[src/rtl/sys_ctrl_if.sv]
// rtl/sys_ctrl_if.sv - bus bundle between sys_ctrl and the RX, register file, ALU and TX FIFO
//
// Purpose: groups every non-clock/reset signal of sys_ctrl.
// Modports:
//   master - the sequencer (sys_ctrl): consumes RX bytes and read/ALU results,
//            drives register-file, ALU and TX FIFO controls.
//   slave  - the surrounding blocks: the mirror image of master.
// Signal summary:
//   rx_p_data/rx_d_vld         received byte + 1-cycle strobe
//   rd_data/rd_data_valid      register file read data + strobe
//   alu_out/alu_out_valid      ALU result (2*DATA_WIDTH) + strobe
//   fifo_full                  TX FIFO full
//   addr/wr_en/wr_data/rd_en   register file access
//   alu_en/alu_fun/clk_g_en    ALU enable, function select, clock-gate enable
//   tx_p_data/tx_d_vld         byte to TX FIFO + write strobe
interface sys_ctrl_if #(
  parameter int DATA_WIDTH    = 8,
  parameter int ADDR_WIDTH    = 4,
  parameter int ALU_FUN_WIDTH = 4
);
  logic [DATA_WIDTH-1:0]    rx_p_data;
  logic                     rx_d_vld;
  logic [DATA_WIDTH-1:0]    rd_data;
  logic                     rd_data_valid;
  logic [2*DATA_WIDTH-1:0]  alu_out;
  logic                     alu_out_valid;
  logic                     fifo_full;
  logic [ADDR_WIDTH-1:0]    addr;
  logic                     wr_en;
  logic [DATA_WIDTH-1:0]    wr_data;
  logic                     rd_en;
  logic                     alu_en;
  logic [ALU_FUN_WIDTH-1:0] alu_fun;
  logic                     clk_g_en;
  logic [DATA_WIDTH-1:0]    tx_p_data;
  logic                     tx_d_vld;

  modport master (
    input  rx_p_data, rx_d_vld, rd_data, rd_data_valid, alu_out, alu_out_valid, fifo_full,
    output addr, wr_en, wr_data, rd_en, alu_en, alu_fun, clk_g_en, tx_p_data, tx_d_vld
  );

  modport slave (
    output rx_p_data, rx_d_vld, rd_data, rd_data_valid, alu_out, alu_out_valid, fifo_full,
    input  addr, wr_en, wr_data, rd_en, alu_en, alu_fun, clk_g_en, tx_p_data, tx_d_vld
  );
endinterface

[src/rtl/sys_ctrl.sv]
// rtl/sys_ctrl.sv - command sequencer between UART RX, register file, ALU and UART TX FIFO
//
// Purpose: decodes byte frames from the RX deserializer into register
// write/read and ALU commands, and pushes response bytes to the TX FIFO.
//   0xAA ADDR DATA      register write
//   0xBB ADDR           register read, responds with one byte
//   0xCC OPA OPB FUN    load operands into regs 0/1, run ALU, responds LSB then MSB
//   0xDD FUN            run ALU on current operands, responds LSB then MSB
// Ports:
//   clk  - system clock
//   rst  - synchronous active-low reset
//   bus  - sys_ctrl_if master modport (see rtl/sys_ctrl_if.sv)
// All outputs are registered; strobes (wr_en, rd_en, tx_d_vld) are single-cycle,
// addr/wr_data/alu_fun/tx_p_data hold their last value.
module sys_ctrl #(
  parameter int DATA_WIDTH    = 8,
  parameter int ADDR_WIDTH    = 4,
  parameter int ALU_FUN_WIDTH = 4
) (
  input logic        clk,
  input logic        rst,
  sys_ctrl_if.master bus
);

  localparam logic [DATA_WIDTH-1:0] CMD_WR     = DATA_WIDTH'(8'hAA);
  localparam logic [DATA_WIDTH-1:0] CMD_RD     = DATA_WIDTH'(8'hBB);
  localparam logic [DATA_WIDTH-1:0] CMD_ALU_OP = DATA_WIDTH'(8'hCC);
  localparam logic [DATA_WIDTH-1:0] CMD_ALU    = DATA_WIDTH'(8'hDD);

  typedef enum logic [3:0] {
    IDLE, WR_ADDR, WR_DATA, RD_ADDR, RD_WAIT, SEND_RD,
    OPA, OPB, ALU_FUN, ALU_WAIT, SEND_LSB, SEND_MSB
  } state_t;

  state_t                  state;
  logic [DATA_WIDTH-1:0]   rd_buf;
  logic [2*DATA_WIDTH-1:0] alu_buf;

  always_ff @(posedge clk) begin
    if (!rst) begin
      state         <= IDLE;
      rd_buf        <= '0;
      alu_buf       <= '0;
      bus.addr      <= '0;
      bus.wr_en     <= 1'b0;
      bus.wr_data   <= '0;
      bus.rd_en     <= 1'b0;
      bus.alu_en    <= 1'b0;
      bus.alu_fun   <= '0;
      bus.clk_g_en  <= 1'b0;
      bus.tx_p_data <= '0;
      bus.tx_d_vld  <= 1'b0;
    end else begin
      // Strobes default low so every pulse lasts exactly one cycle.
      bus.wr_en    <= 1'b0;
      bus.rd_en    <= 1'b0;
      bus.tx_d_vld <= 1'b0;

      case (state)
        IDLE: begin
          if (bus.rx_d_vld) begin
            case (bus.rx_p_data)
              CMD_WR:     state <= WR_ADDR;
              CMD_RD:     state <= RD_ADDR;
              CMD_ALU_OP: state <= OPA;
              CMD_ALU:    state <= ALU_FUN;
              default:    state <= IDLE;
            endcase
          end
        end

        WR_ADDR: begin
          if (bus.rx_d_vld) begin
            bus.addr <= bus.rx_p_data[ADDR_WIDTH-1:0];
            state    <= WR_DATA;
          end
        end

        WR_DATA: begin
          if (bus.rx_d_vld) begin
            bus.wr_data <= bus.rx_p_data;
            bus.wr_en   <= 1'b1;
            state       <= IDLE;
          end
        end

        RD_ADDR: begin
          if (bus.rx_d_vld) begin
            bus.addr  <= bus.rx_p_data[ADDR_WIDTH-1:0];
            bus.rd_en <= 1'b1;
            state     <= RD_WAIT;
          end
        end

        // RX bytes arriving while waiting or sending are dropped on purpose.
        RD_WAIT: begin
          if (bus.rd_data_valid) begin
            rd_buf <= bus.rd_data;
            state  <= SEND_RD;
          end
        end

        SEND_RD: begin
          if (!bus.fifo_full) begin
            bus.tx_p_data <= rd_buf;
            bus.tx_d_vld  <= 1'b1;
            state         <= IDLE;
          end
        end

        // Operands live in register-file locations 0 and 1.
        OPA: begin
          if (bus.rx_d_vld) begin
            bus.addr    <= '0;
            bus.wr_data <= bus.rx_p_data;
            bus.wr_en   <= 1'b1;
            state       <= OPB;
          end
        end

        OPB: begin
          if (bus.rx_d_vld) begin
            bus.addr    <= ADDR_WIDTH'(1);
            bus.wr_data <= bus.rx_p_data;
            bus.wr_en   <= 1'b1;
            state       <= ALU_FUN;
          end
        end

        ALU_FUN: begin
          if (bus.rx_d_vld) begin
            bus.alu_fun  <= bus.rx_p_data[ALU_FUN_WIDTH-1:0];
            bus.alu_en   <= 1'b1;
            bus.clk_g_en <= 1'b1;
            state        <= ALU_WAIT;
          end
        end

        // ALU clock stays ungated until the result comes back.
        ALU_WAIT: begin
          if (bus.alu_out_valid) begin
            alu_buf      <= bus.alu_out;
            bus.alu_en   <= 1'b0;
            bus.clk_g_en <= 1'b0;
            state        <= SEND_LSB;
          end
        end

        SEND_LSB: begin
          if (!bus.fifo_full) begin
            bus.tx_p_data <= alu_buf[DATA_WIDTH-1:0];
            bus.tx_d_vld  <= 1'b1;
            state         <= SEND_MSB;
          end
        end

        SEND_MSB: begin
          if (!bus.fifo_full) begin
            bus.tx_p_data <= alu_buf[2*DATA_WIDTH-1:DATA_WIDTH];
            bus.tx_d_vld  <= 1'b1;
            state         <= IDLE;
          end
        end

        default: state <= IDLE;
      endcase
    end
  end

endmodule

[src/flat_wrapper.sv]
// flat-port wrapper written by rule: the top's interface ports become plain ports
module sys_ctrl_flat 
#(
  parameter int DATA_WIDTH    = 8,
  parameter int ADDR_WIDTH    = 4,
  parameter int ALU_FUN_WIDTH = 4
)
  (clk, rst, bus_rx_p_data, bus_rx_d_vld, bus_rd_data, bus_rd_data_valid, bus_alu_out, bus_alu_out_valid, bus_fifo_full, bus_addr, bus_wr_en, bus_wr_data, bus_rd_en, bus_alu_en, bus_alu_fun, bus_clk_g_en, bus_tx_p_data, bus_tx_d_vld);
  sys_ctrl_if #(.DATA_WIDTH(DATA_WIDTH), .ADDR_WIDTH(ADDR_WIDTH), .ALU_FUN_WIDTH(ALU_FUN_WIDTH)) bus_i ();
  input logic clk;
  input logic rst;
  input wire logic [$bits(bus_i.rx_p_data)-1:0] bus_rx_p_data;
  input wire logic [$bits(bus_i.rx_d_vld)-1:0] bus_rx_d_vld;
  input wire logic [$bits(bus_i.rd_data)-1:0] bus_rd_data;
  input wire logic [$bits(bus_i.rd_data_valid)-1:0] bus_rd_data_valid;
  input wire logic [$bits(bus_i.alu_out)-1:0] bus_alu_out;
  input wire logic [$bits(bus_i.alu_out_valid)-1:0] bus_alu_out_valid;
  input wire logic [$bits(bus_i.fifo_full)-1:0] bus_fifo_full;
  output wire logic [$bits(bus_i.addr)-1:0] bus_addr;
  output wire logic [$bits(bus_i.wr_en)-1:0] bus_wr_en;
  output wire logic [$bits(bus_i.wr_data)-1:0] bus_wr_data;
  output wire logic [$bits(bus_i.rd_en)-1:0] bus_rd_en;
  output wire logic [$bits(bus_i.alu_en)-1:0] bus_alu_en;
  output wire logic [$bits(bus_i.alu_fun)-1:0] bus_alu_fun;
  output wire logic [$bits(bus_i.clk_g_en)-1:0] bus_clk_g_en;
  output wire logic [$bits(bus_i.tx_p_data)-1:0] bus_tx_p_data;
  output wire logic [$bits(bus_i.tx_d_vld)-1:0] bus_tx_d_vld;
  assign bus_i.rx_p_data = bus_rx_p_data;
  assign bus_i.rx_d_vld = bus_rx_d_vld;
  assign bus_i.rd_data = bus_rd_data;
  assign bus_i.rd_data_valid = bus_rd_data_valid;
  assign bus_i.alu_out = bus_alu_out;
  assign bus_i.alu_out_valid = bus_alu_out_valid;
  assign bus_i.fifo_full = bus_fifo_full;
  assign bus_addr = bus_i.addr;
  assign bus_wr_en = bus_i.wr_en;
  assign bus_wr_data = bus_i.wr_data;
  assign bus_rd_en = bus_i.rd_en;
  assign bus_alu_en = bus_i.alu_en;
  assign bus_alu_fun = bus_i.alu_fun;
  assign bus_clk_g_en = bus_i.clk_g_en;
  assign bus_tx_p_data = bus_i.tx_p_data;
  assign bus_tx_d_vld = bus_i.tx_d_vld;
  sys_ctrl #(.DATA_WIDTH(DATA_WIDTH), .ADDR_WIDTH(ADDR_WIDTH), .ALU_FUN_WIDTH(ALU_FUN_WIDTH)) u_core (.clk(clk), .rst(rst), .bus(bus_i));
endmodule
[config.mk]
export PLATFORM = sky130hd
export DESIGN_NAME = sys_ctrl_flat
export DESIGN_NICKNAME = d
export VERILOG_FILES = /design/src/rtl/sys_ctrl_if.sv /design/src/rtl/sys_ctrl.sv /design/src/flat_wrapper.sv
export SDC_FILE = /design/constraint.sdc
export NUM_CORES = 1
export LEC_CHECK = 0
export CAP_MARGIN = 20
export CORE_MARGIN = 2
export CORE_UTILIZATION = 50
export CTS_BUF_LIST = sky130_fd_sc_hd__clkbuf_4
export DETAILED_ROUTE_END_ITERATION = 6
export PLACE_DENSITY_LB_ADDON = 0.2
export SLEW_MARGIN = 10
export SYNTH_ARGS = -nofsm -noshare
export SYNTH_HDL_FRONTEND = slang
export SYNTH_SLANG_ARGS = --single-unit
[constraint.sdc]
create_clock -name clk -period 1.7 [get_ports clk]
set_input_delay 0.17 -clock clk [delete_from_list [all_inputs] [get_ports clk]]
set_output_delay 0.17 -clock clk [all_outputs]
set_load 0.02 [all_outputs]
==> impl_summary.log, run 1 <==
INFO  metric run_status = finished, final reports clean
INFO  metric clk-insertion-delay-late = 0.38 ns
INFO  metric final-hold-violation-count = 0
INFO  metric cp_max_fo = 11
INFO  metric hold_bufs_inserted_after_cts = 0
INFO  metric synth_enable_flop_cells = 0
INFO  metric synth_instances = 275
INFO  metric asyncSetResetFlopFracSynth = 0%
INFO  metric synth_largest_type_area_fraction = a little under half
INFO  metric clock.fmax = 620.5 MHz
INFO  metric synth_simple_gate_area_share = 20.12%
INFO  metric layoutNonFillerInstCount = 424
INFO  metric drtIter0Drc = 147
INFO  metric std_cell_rows = 25
INFO  metric crit_buf_inv = 0
INFO  metric netlist_top_cells_area = dfxtp_1, mux2i_1, nor2_1, a21oi_1, a211oi_1
INFO  metric power_density = 699.6 nW/µm²
INFO  metric avgRoutedWirePerCell = ~14 µm
INFO  metric fillCellCount = 368
INFO  metric number_of_distinct_library_cell_variants_in_the_gate_level_netlist_after_synthesis = 41
INFO  metric grt_pass1_vias = 2038
INFO  metric cp_common_cell = a21oi_1
INFO  metric post-route-min-period = 1.611 ns
INFO  metric die_w = 74.36 µm
INFO  metric totalWireLength = 5806 µm
INFO  metric dp.cells = about 420
INFO  metric postPlaceCellArea = around 3400 µm²
INFO  metric dpl.hpwl = 4315 µm
INFO  metric cts_root_buf = clkbuf_4
INFO  metric gp_congestion = 0.8816
INFO  metric worstPathCellList = or2_0, or4_1, a21oi_1, a41oi_1, a21oi_1
INFO  metric yosys_register_bits = 56
INFO  metric synthesis.nets = 313
INFO  metric clkSlewWorstSetupHoldPaths = roughly 0.17 ns
INFO  metric detail_route.drc_violations = 0
INFO  metric yosys.area_share.adder = 0%
INFO  metric drive_gt1_share = 11.76%
INFO  metric synth.mux.area_fraction = between 10% and 20%
INFO  metric avgViaCountPerCell = ~5.3
INFO  metric data_required_critical_path = roughly 2.0 ns
INFO  metric cts_sinks = 56
INFO  metric maxCapViolations = 0
INFO  metric cts_post_setup_buffers_inserted = 0
INFO  metric die_span_in_y = 74.36 µm
INFO  metric hp-class = in -> reg
INFO  metric setup_repair_after_global_routing_missed_its_margin = false
INFO  metric synth_commonest_cells = nor2_1, dfxtp_1, mux2i_1
INFO  metric synthesis.yosys.warnings = 0
INFO  metric dieArea = 5529 µm²
INFO  metric timing_worst_slew_pin_value = ~0.35 ns
INFO  metric ys.flop_type = dfxtp_1
INFO  metric routed_vias = 2229
INFO  metric avgSynthCellArea = 9.000 µm²
INFO  metric timing.critical_path.slowest_cell_delay = 0.52 ns
INFO  metric cell_with_the_most_instances_after_synthesis = nor2_1
INFO  metric place.port_buffers = 66
INFO  metric cp_slowest_cell = or4_1
INFO  metric areaGrowthSynthToFinish = 39.18%
INFO  metric final_max_slew_viol_count = 0
INFO  metric kind_of_cell_with_the_highest_combined_delay_on_the_critical_path = simple AND/OR/NAND/NOR gates
INFO  metric timing.final.crit_share = between 90% and 100%
INFO  metric irDropWorstVdd = approximately 0.00050 V
INFO  metric globalRouteTotalUtil = between 20% and 30%
INFO  metric antenna_found_initial = 0
INFO  metric num_io_pins = 67
INFO  metric netlist_area = roughly 2500 µm²
INFO  metric leakage_component_of_the_power = approximately 0.0013 µW
INFO  metric finalSetupViolCount = 0
INFO  metric start_util = between 50% and 60%
INFO  metric core-area = about 4800 µm²
INFO  metric netlist.top_cell.by_area = dfxtp_1
INFO  metric cts_tree = done
INFO  metric antenna-diode-count = 0
INFO  metric skew = 0.009859 ns
INFO  metric grt_first_pass_wirelength = approximately 9400 µm
INFO  metric cp-start-kind = flop
INFO  metric slew_headroom = 76.51%
INFO  metric design_area = approximately 3400 µm²
INFO  metric drt-pass1-iter-count = 4
INFO  metric seq_total_area_yosys = 45.30%
INFO  metric critPathArrivalTime = slightly below 2 ns
INFO  metric h_tree_levels = 2
INFO  metric largest_family_of_logic_cells_by_synthesized_area = simple AND/OR/NAND/NOR gates
INFO  metric complex_gate_fraction_of_the_synthesized_area = 11.78%
INFO  metric synth_xor_xnor_area_share = 0.3539%
INFO  metric global_route.overflow_total = 0
INFO  metric postRouteAntennaNets = 0
INFO  metric design.final.nets = about 400
INFO  metric cts_made_buffers = 5
INFO  metric end_kind = flop
INFO  metric max-clock-path-buffers = 2
INFO  metric timing.setup.critical_path_class = reg -> reg
INFO  metric pin_count_of_the_biggest_net_entering_global_routing = 22
## worst paths after layout
| path | to | startpoint | slack [ns] | cells after the start |
|---|---|---|---|---|
| max | u_core.state[3]$_SDFFE_PN0P_ | u_core.state[1]$_SDFFE_PN0P_ | 0.09 | 5 |
| min | u_core.rd_buf[6]$_SDFFE_PN0P_ | bus_rd_data[6] | 0.36 | 3 |
| max reg2reg | u_core.state[3]$_SDFFE_PN0P_ | u_core.state[1]$_SDFFE_PN0P_ | 0.09 | 5 |
| min reg2reg | u_core.bus.addr[1]$_SDFFE_PN0P_ | u_core.bus.addr[1]$_SDFFE_PN0P_ | 0.46 | 2 |
## layout make-up
class | instances | area, µm² | area share, %
tap | 67 | 83.83 | 2.434
multi-input combinational | 198 | 1255 | 36.43
timing repair buffer | 93 | 913.4 | 26.52
clock buffer | 6 | 45.04 | 1.308
clock inverter | 2 | 16.27 | 0.4722
sequential | 56 | 1124 | 32.62
inverter | 2 | 7.507 | 0.2179
## worst register-to-register path, cell delays in order, from the launching register on
cell	delay [ns]
dfxtp_1	0.43
or2_0	0.24
or4_1	0.52
a21oi_1	0.16
a41oi_1	0.06
a21oi_1	0.15
## sequential cells by signal (all words and copies together) (netlist names)
| name | cells |
|---|---|
| u_core.alu_buf | 16 |
| u_core.bus.addr | 4 |
| u_core.bus.alu_fun | 4 |
| u_core.bus.clk_g_en | 1 |
| u_core.bus.rd_en | 1 |
| u_core.bus.tx_d_vld | 1 |
| u_core.bus.tx_p_data | 8 |
| u_core.bus.wr_data | 8 |
| u_core.bus.wr_en | 1 |
| u_core.rd_buf | 8 |
| u_core.state | 4 |
## stage by stage
stage	hold WS, ns	worst slack, ns	utilization, %	TNS, ns	power [µW]
final	0.3648	0.08852	72.45	0	2410
after global placement	0.4440	-0.07049	70.97	-0.07049	1811
after CTS	0.3651	0.1011	72.26	0	2413
after detailed placement	0.4463	-0.07741	70.97	-0.1637	1813
after floorplan	0.2917	0.2278	-	0	1591
after global routing	0.3691	0.006900	72.45	0	2503
## power by group
part / internal [µW] / switching [µW] / total [µW]
Sequential: 1340 / 31.8 / 1370
Combinational: 227 / 192 / 419
Clock: 182 / 435 / 617
## cell families (layout without fill, tap and decap cells)
family / count (synthesis) / count (layout)
compound gates: 47 / 47
xor+xnor: 1 / 1
buf+inv: 21 / 103
flops: 56 / 56
mux: 45 / 45
simple gates: 105 / 105
## cells in the final DEF (no fill, tap or decap), drive strengths merged, types with 2 or more instances in the layout
master	instances
clkdlybuf4s50	66
nor2	62
dfxtp	56
mux2i	45
buf	27
a21oi	20
nand2	15
a211oi	8
o21ai	7
clkbuf	6
nand3	4
nand2b	3
o211ai	3
and3b	2
nor2b	2
nand4b	2
nor4b	2
nor4bb	2
or4	2
clkinv	2
o21bai	2
or2	2
## layer usage
| metal | wire, µm | part of all wire [%] | global-route usage, % |
|---|---|---|---|
| met5 | 0 | 0 | 0 |
| met1 | 2805 | 48 | 31.47 |
| met4 | 41 | 0.71 | 5.952 |
| met2 | 2598 | 45 | 33.43 |
| met3 | 361 | 6.2 | 4.743 |
## repair_timing
action | in CTS | in global routing
endpoints found under the setup margin | 0 | 2
endpoints found under the hold margin | 0 | 0
gates resized for setup | 0 | 3
Note: power is estimated with default switching activity, not from simulation.
==> run 2, diff against run 1 <==
--- a/config.mk
+++ b/config.mk
@@ -7,7 +7,7 @@
 export LEC_CHECK = 0
 export CAP_MARGIN = 20
 export CORE_MARGIN = 2
-export CORE_UTILIZATION = 50
+export CORE_UTILIZATION = 40
 export CTS_BUF_LIST = sky130_fd_sc_hd__clkbuf_4
 export DETAILED_ROUTE_END_ITERATION = 6
 export PLACE_DENSITY_LB_ADDON = 0.2
==> impl_summary.log, run 2 (synthesis gave the netlist of run 1 again) <==
INFO  metric run_status = finished, final reports clean
INFO  metric max-clock-path-buffers = 2
INFO  metric hp-class = in -> reg
INFO  metric met3_routing_resource_usage_after_global_routing = 3.913%
INFO  metric power.share.switching = 25.58%
INFO  metric most_flops_register = u_core.alu_buf
INFO  metric clock.fmax = 625.9 MHz
INFO  metric maxCapViolations = 0
INFO  metric crit-reg2reg-launch = u_core.state[1]$_SDFFE_PN0P_
INFO  metric report.power.total = 2519 µW
INFO  metric drtIter0Drc = between 100 and 150
INFO  metric die_span_in_y = slightly above 80 µm
INFO  metric grt_first_pass_wirelength = approximately 9300 µm
INFO  metric skew = between 0.01 and 0.015 ns
INFO  metric cts_made_buffers = 5
INFO  metric dpl.hpwl = roughly 4200 µm
INFO  metric power.share.clock = about 29%
INFO  metric leakage_component_of_the_power = 0.001307 µW
INFO  metric globalRouteTotalUtil = 17.73%
INFO  metric p_comb_share = between 10% and 20%
INFO  metric switching_power_of_the_nets = between 600 and 700 µW
INFO  metric timing.final.crit_share = between 90% and 100%
INFO  metric place.port_buffers = 66
INFO  metric cts_root_buf = clkbuf_4
INFO  metric slew_headroom = 73.42%
INFO  metric final_max_slew_viol_count = 0
INFO  metric avgViaCountPerCell = 5.055
INFO  metric timing_worst_slew_pin_value = 0.3986 ns
INFO  metric power_density = 724.8 nW/µm²
INFO  metric timing.hold.worst_endpoint = u_core.rd_buf[1]$_SDFFE_PN0P_
INFO  metric whs = 0.3682 ns
INFO  metric die_w = about 83 µm
INFO  metric totalWireLength = 5868 µm
INFO  metric cts_sinks = 56
INFO  metric cp_max_fo = 9
INFO  metric cp-start-kind = flop
INFO  metric routed_vias = 2189
INFO  metric postRouteAntennaNets = 0
INFO  metric end_kind = flop
INFO  metric most_common_cell_after_layout_fill_and_taps_aside = clkdlybuf4s50_1
INFO  metric global_route.overflow_total = 0
INFO  metric irDropWorstVdd = 0.0005189 V
INFO  metric worst_reg_to_reg_path_cell_count = 5
INFO  metric data_required_critical_path = 2.03 ns
INFO  metric post-route-min-period = 1.598 ns
INFO  metric drive_gt1_share = 11.73%
INFO  metric final-hold-violation-count = 0
INFO  metric pin_count_of_the_biggest_net_entering_global_routing = 40
INFO  metric avgRoutedWirePerCell = ~14 µm
INFO  metric timing.setup.critical_path_class = reg -> reg
INFO  metric antenna-diode-count = 0
INFO  metric clkSlewWorstSetupHoldPaths = 0.16 ns
INFO  metric power_report.internal_total = 1875 µW
INFO  metric worstHoldPathCells = 3
INFO  metric met2_usage = 25.08%
INFO  metric grt_pass1_vias = around 2000
INFO  metric highest_count_cells_in_the_layout_ignoring_fill_and_taps = clkdlybuf4s50_1, nor2_1, dfxtp_1, mux2i_1, buf_4
INFO  metric clk-insertion-delay-late = roughly 0.38 ns
INFO  metric std_cell_rows = 28
INFO  metric critical_path.startpoint = u_core.state[1]$_SDFFE_PN0P_
INFO  metric core-area = slightly below 6000 µm²
INFO  metric drt-pass1-iter-count = 4
INFO  metric cts_post_setup_buffers_inserted = 0
INFO  metric design.final.nets = just under 400
INFO  metric areaGrowthSynthToFinish = 40.44%
INFO  metric top_usage_layer = met1
INFO  metric num_io_pins = 67
INFO  metric largest_register_ffs = 16
INFO  metric cts_tree = done
INFO  metric regToRegSetupSlack = a little over 0.1 ns
INFO  metric global_route.usage.met1 = 26.14%
INFO  metric critPathArrivalTime = 1.93 ns
INFO  metric setup_repair_after_global_routing_missed_its_margin = false
INFO  metric hold_start = bus_rd_data[1]
INFO  metric finalSetupViolCount = 0
INFO  metric start_util = 41.55%
INFO  metric gp_congestion = 0.7847
INFO  metric antenna_found_initial = 0
INFO  metric dieArea = 6833 µm²
INFO  metric power.share.sequential = 54.0%
INFO  metric detail_route.drc_violations = 0
INFO  metric timing.rr.end = u_core.state[3]$_SDFFE_PN0P_
INFO  metric h_tree_levels = 2
[run 2: cell types whose count changed in the layout (fill, tap and decap cells not counted), sizes merged]
| cell | delta |
|---|---|
| bufinv | +1 |
| clkinvlp | -1 |
| buf | +1 |
| clkinv | +1 |
| clkbuf | -1 |
[run 2: power by group through the flow]
stage / clock (µW) / combinational (µW) / sequential [µW]
6_report: 730 / 427 / 1360
5_1_grt: 796 / 462 / 1370
4_1_cts: 762 / 426 / 1360
3_5_place_dp: 0 / 423 / 1390
3_3_place_gp: 0 / 424 / 1390
2_1_floorplan: 0 / 186 / 1400
[run 2: worst max path at each step]
stage	depth (start not counted)	end	slack [ns]
after global placement	6	u_core.state[3]$_SDFFE_PN0P_	-0.04
final	5	u_core.state[3]$_SDFFE_PN0P_	0.10
after CTS	5	u_core.state[2]$_SDFFE_PN0P_	0.08
after floorplan	7	u_core.bus.tx_p_data[6]$_SDFFE_PN0P_	0.23
after detailed placement	6	u_core.state[3]$_SDFFE_PN0P_	-0.08
after global routing	5	u_core.state[3]$_SDFFE_PN0P_	0.02
[run 2: what timing repair did]
item                       CTS  global route
hold buffers                 0             0
resized for setup            0             4
setup endpoints to repair    0            10
[run 2: layout make-up]
| cell class | count | area, µm² |
|---|---|---|
| clock buffers | 5 | 37.54 |
| well taps | 75 | 93.84 |
| flip-flops and latches | 56 | 1125 |
| fillers | 545 | 2480 |
| inverters | 2 | 7.507 |
| clock inverters | 3 | 42.54 |
| repair buffers | 94 | 908.4 |
| multi-input cells | 198 | 1261 |
[run 2: routing by layer]
layer,vias to the layer above,share of wire (%),routed length [µm]
met4,0,1.8,103
met1,988,50,2942
met2,66,42,2456
li1,1126,-,-
met3,9,6.2,366
met5,-,0,0
[run 2: worst max-delay path, stage by stage, from the launching register on]
cell     delay, ns
dfxtp_1       0.41
or2_0         0.24
or4_1         0.53
a21oi_1       0.16
a41oi_1       0.06
a21oi_1       0.15
[run 2: through the flow]
stage          instance area (µm²)  utilization, %  worst slack (ns)  TNS [ns]  cells
2_1_floorplan                 2475               -            0.2278         0    275
3_3_place_gp                  3379           56.74          -0.04041  -0.06287    425
3_5_place_dp                  3379           56.74          -0.08132   -0.1660    425
4_1_cts                       3460           58.09           0.07871         0    433
5_1_grt                       3476           58.36           0.02022         0    433
6_report                      3476           58.36            0.1023         0    433
==> run 3, diff against run 2 <==
--- a/config.mk
+++ b/config.mk
@@ -5,11 +5,11 @@
 export SDC_FILE = /design/constraint.sdc
 export NUM_CORES = 1
 export LEC_CHECK = 0
-export CAP_MARGIN = 20
 export CORE_MARGIN = 2
 export CORE_UTILIZATION = 40
 export CTS_BUF_LIST = sky130_fd_sc_hd__clkbuf_4
 export DETAILED_ROUTE_END_ITERATION = 6
+export MAX_ROUTING_LAYER = met4
 export PLACE_DENSITY_LB_ADDON = 0.2
 export SLEW_MARGIN = 10
 export SYNTH_ARGS = -nofsm -noshare
==> impl_summary.log, run 3 (synthesis gave the netlist of run 1 again) <==
INFO  metric run_status = finished, final reports clean
INFO  metric globalRouteTotalUtil = 18.28%
INFO  metric finalSetupViolCount = 0
INFO  metric hold_bufs_inserted_after_cts = 0
INFO  metric cts_tree = done
INFO  metric final_util = 58.36%
INFO  metric finalSetupTns = 0 ns
INFO  metric critPathArrivalTime = approximately 1.9 ns
INFO  metric leakage_component_of_the_power = 0.001307 µW
INFO  metric drive_gt1_share = between 10% and 20%
INFO  metric hp-class = in -> reg
INFO  metric totalWireLength = between 5000 and 6000 µm
INFO  metric final_worst_setup_slack = between 0.09 and 0.1 ns
INFO  metric h_tree_levels = 2
INFO  metric final_max_slew_viol_count = 0
INFO  metric placement.setup.worst_slack = -0.08132 ns
INFO  metric regToRegSetupSlack = 0.1 ns
INFO  metric drtIter0Drc = 122
INFO  metric start_util = 41.55%
INFO  metric cts_root_buf = clkbuf_4
INFO  metric timing.rr.end = u_core.state[3]$_SDFFE_PN0P_
INFO  metric worst_reg_to_reg_path_cell_count = 5
INFO  metric postRouteAntennaNets = 0
INFO  metric most_common_cell_after_layout_fill_and_taps_aside = clkdlybuf4s50_1
INFO  metric data_required_critical_path = 2.03 ns
INFO  metric global_route.overflow_total = 0
INFO  metric timing_worst_slew_pin_value = ~0.40 ns
INFO  metric cp-start-kind = flop
INFO  metric highest_count_cells_in_the_layout_ignoring_fill_and_taps = clkdlybuf4s50_1, nor2_1, dfxtp_1, mux2i_1, buf_4
INFO  metric post-route-min-period = 1.601 ns
INFO  metric pin_count_of_the_biggest_net_entering_global_routing = 40
INFO  metric max-clock-path-buffers = 2
INFO  metric irDropWorstVdd = 0.0005204 V
INFO  metric detail_route.drc_violations = 0
INFO  metric gp_congestion = 0.7956
INFO  metric dieArea = 6833 µm²
INFO  metric cts_repair_resize_count = 0
INFO  metric most_flops_register = u_core.alu_buf
INFO  metric cp-endpoint = u_core.state[3]$_SDFFE_PN0P_
INFO  metric num_io_pins = 67
INFO  metric avgRoutedWirePerCell = 13.63 µm
INFO  metric cts_post_setup_buffers_inserted = 0
INFO  metric die_span_in_y = 82.66 µm
INFO  metric place.port_buffers = between 60 and 70
INFO  metric avgViaCountPerCell = 5.025
INFO  metric clk-insertion-delay-late = ~0.38 ns
INFO  metric die_w = 82.66 µm
INFO  metric grt_pass1_vias = 1951
INFO  metric slew_headroom = 73.09%
INFO  metric std_cell_rows = 28
INFO  metric largest_register_ffs = 16
INFO  metric setup_repair_after_global_routing_missed_its_margin = false
INFO  metric timing.setup.critical_path_class = reg -> reg
INFO  metric skew = 0.009144 ns
INFO  metric design.final.nets = 395
INFO  metric cts_sinks = 56
INFO  metric crit-reg2reg-launch = u_core.state[1]$_SDFFE_PN0P_
INFO  metric maxCapViolations = 0
INFO  metric final-hold-violation-count = 0
INFO  metric grt_first_pass_wirelength = 9308 µm
INFO  metric dpl.hpwl = 4209 µm
INFO  metric areaGrowthSynthToFinish = 40.44%
INFO  metric critical_path.startpoint = u_core.state[1]$_SDFFE_PN0P_
INFO  metric cp_max_fo = 9
INFO  metric clock.fmax = 624.6 MHz
INFO  metric antenna-diode-count = 0
INFO  metric cts_made_buffers = 5
INFO  metric core-area = a little under 6000 µm²
INFO  metric end_kind = flop
INFO  metric routed_vias = around 2200
INFO  metric clkSlewWorstSetupHoldPaths = about 0.16 ns
INFO  metric antenna_found_initial = 0
INFO  metric drt-pass1-iter-count = 4
INFO  metric timing.final.crit_share = 94.18%
INFO  metric power_density = just over 700 nW/µm²
==> run 3: final cells by class <==
class                   instances  area (µm²)
well taps                      75       93.84
multi-input cells             198        1261
inverters                       2       7.507
flip-flops and latches         56        1125
clock buffers                   5       37.54
clock inverters                 3       42.54
repair buffers                 94       908.4
fillers                       545        2480
==> run 3: per-stage QoR <==
stage	hold slack (ns)	instance area (µm²)	total power [µW]	cells
finish	0.3718	3476	2520	433
global route	0.3690	3476	2627	433
CTS	0.3573	3460	2551	433
detailed placement	0.4452	3379	1813	425
global placement	0.4436	3379	1814	425
floorplan	0.2917	2475	1591	275
==> run 3: where the power goes <==
group,switching (µW),total [µW],leakage (µW),internal [µW]
Clock,422,731,0.0000428,308
Combinational,201,428,0.000811,227
Sequential,22.1,1360,0.000453,1340
==> run 3: worst min-delay path by stage <==
stage / start / end / slack (ns) / cells past startpoint
floorplan: rst / u_core.bus.wr_en$_SDFF_PN0_ / 0.29 / 1
global placement: u_core.bus.addr[2]$_SDFFE_PN0P_ / u_core.bus.addr[2]$_SDFFE_PN0P_ / 0.44 / 2
detailed placement: u_core.bus.addr[2]$_SDFFE_PN0P_ / u_core.bus.addr[2]$_SDFFE_PN0P_ / 0.45 / 2
CTS: bus_rd_data[1] / u_core.rd_buf[1]$_SDFFE_PN0P_ / 0.36 / 3
global route: bus_rd_data[6] / u_core.rd_buf[6]$_SDFFE_PN0P_ / 0.37 / 3
finish: bus_rd_data[1] / u_core.rd_buf[1]$_SDFFE_PN0P_ / 0.37 / 3
==> run 3: routing by layer <==
metal  share of wire [%]  track usage (%)  vias to the layer above
met1                  51            26.68                      986
met2                  42            24.76                       58
met4                 1.3            6.557                        0
met5                   0                -                        -
li1                    -                -                     1124
met3                 5.2            3.696                        8
==> run 3: worst max-delay path, cell delays in order, from the launching register on <==
cell and delay (ns):
dfxtp_1 0.42, or2_0 0.24, or4_1 0.53, a21oi_1 0.16
a41oi_1 0.06, a21oi_1 0.15
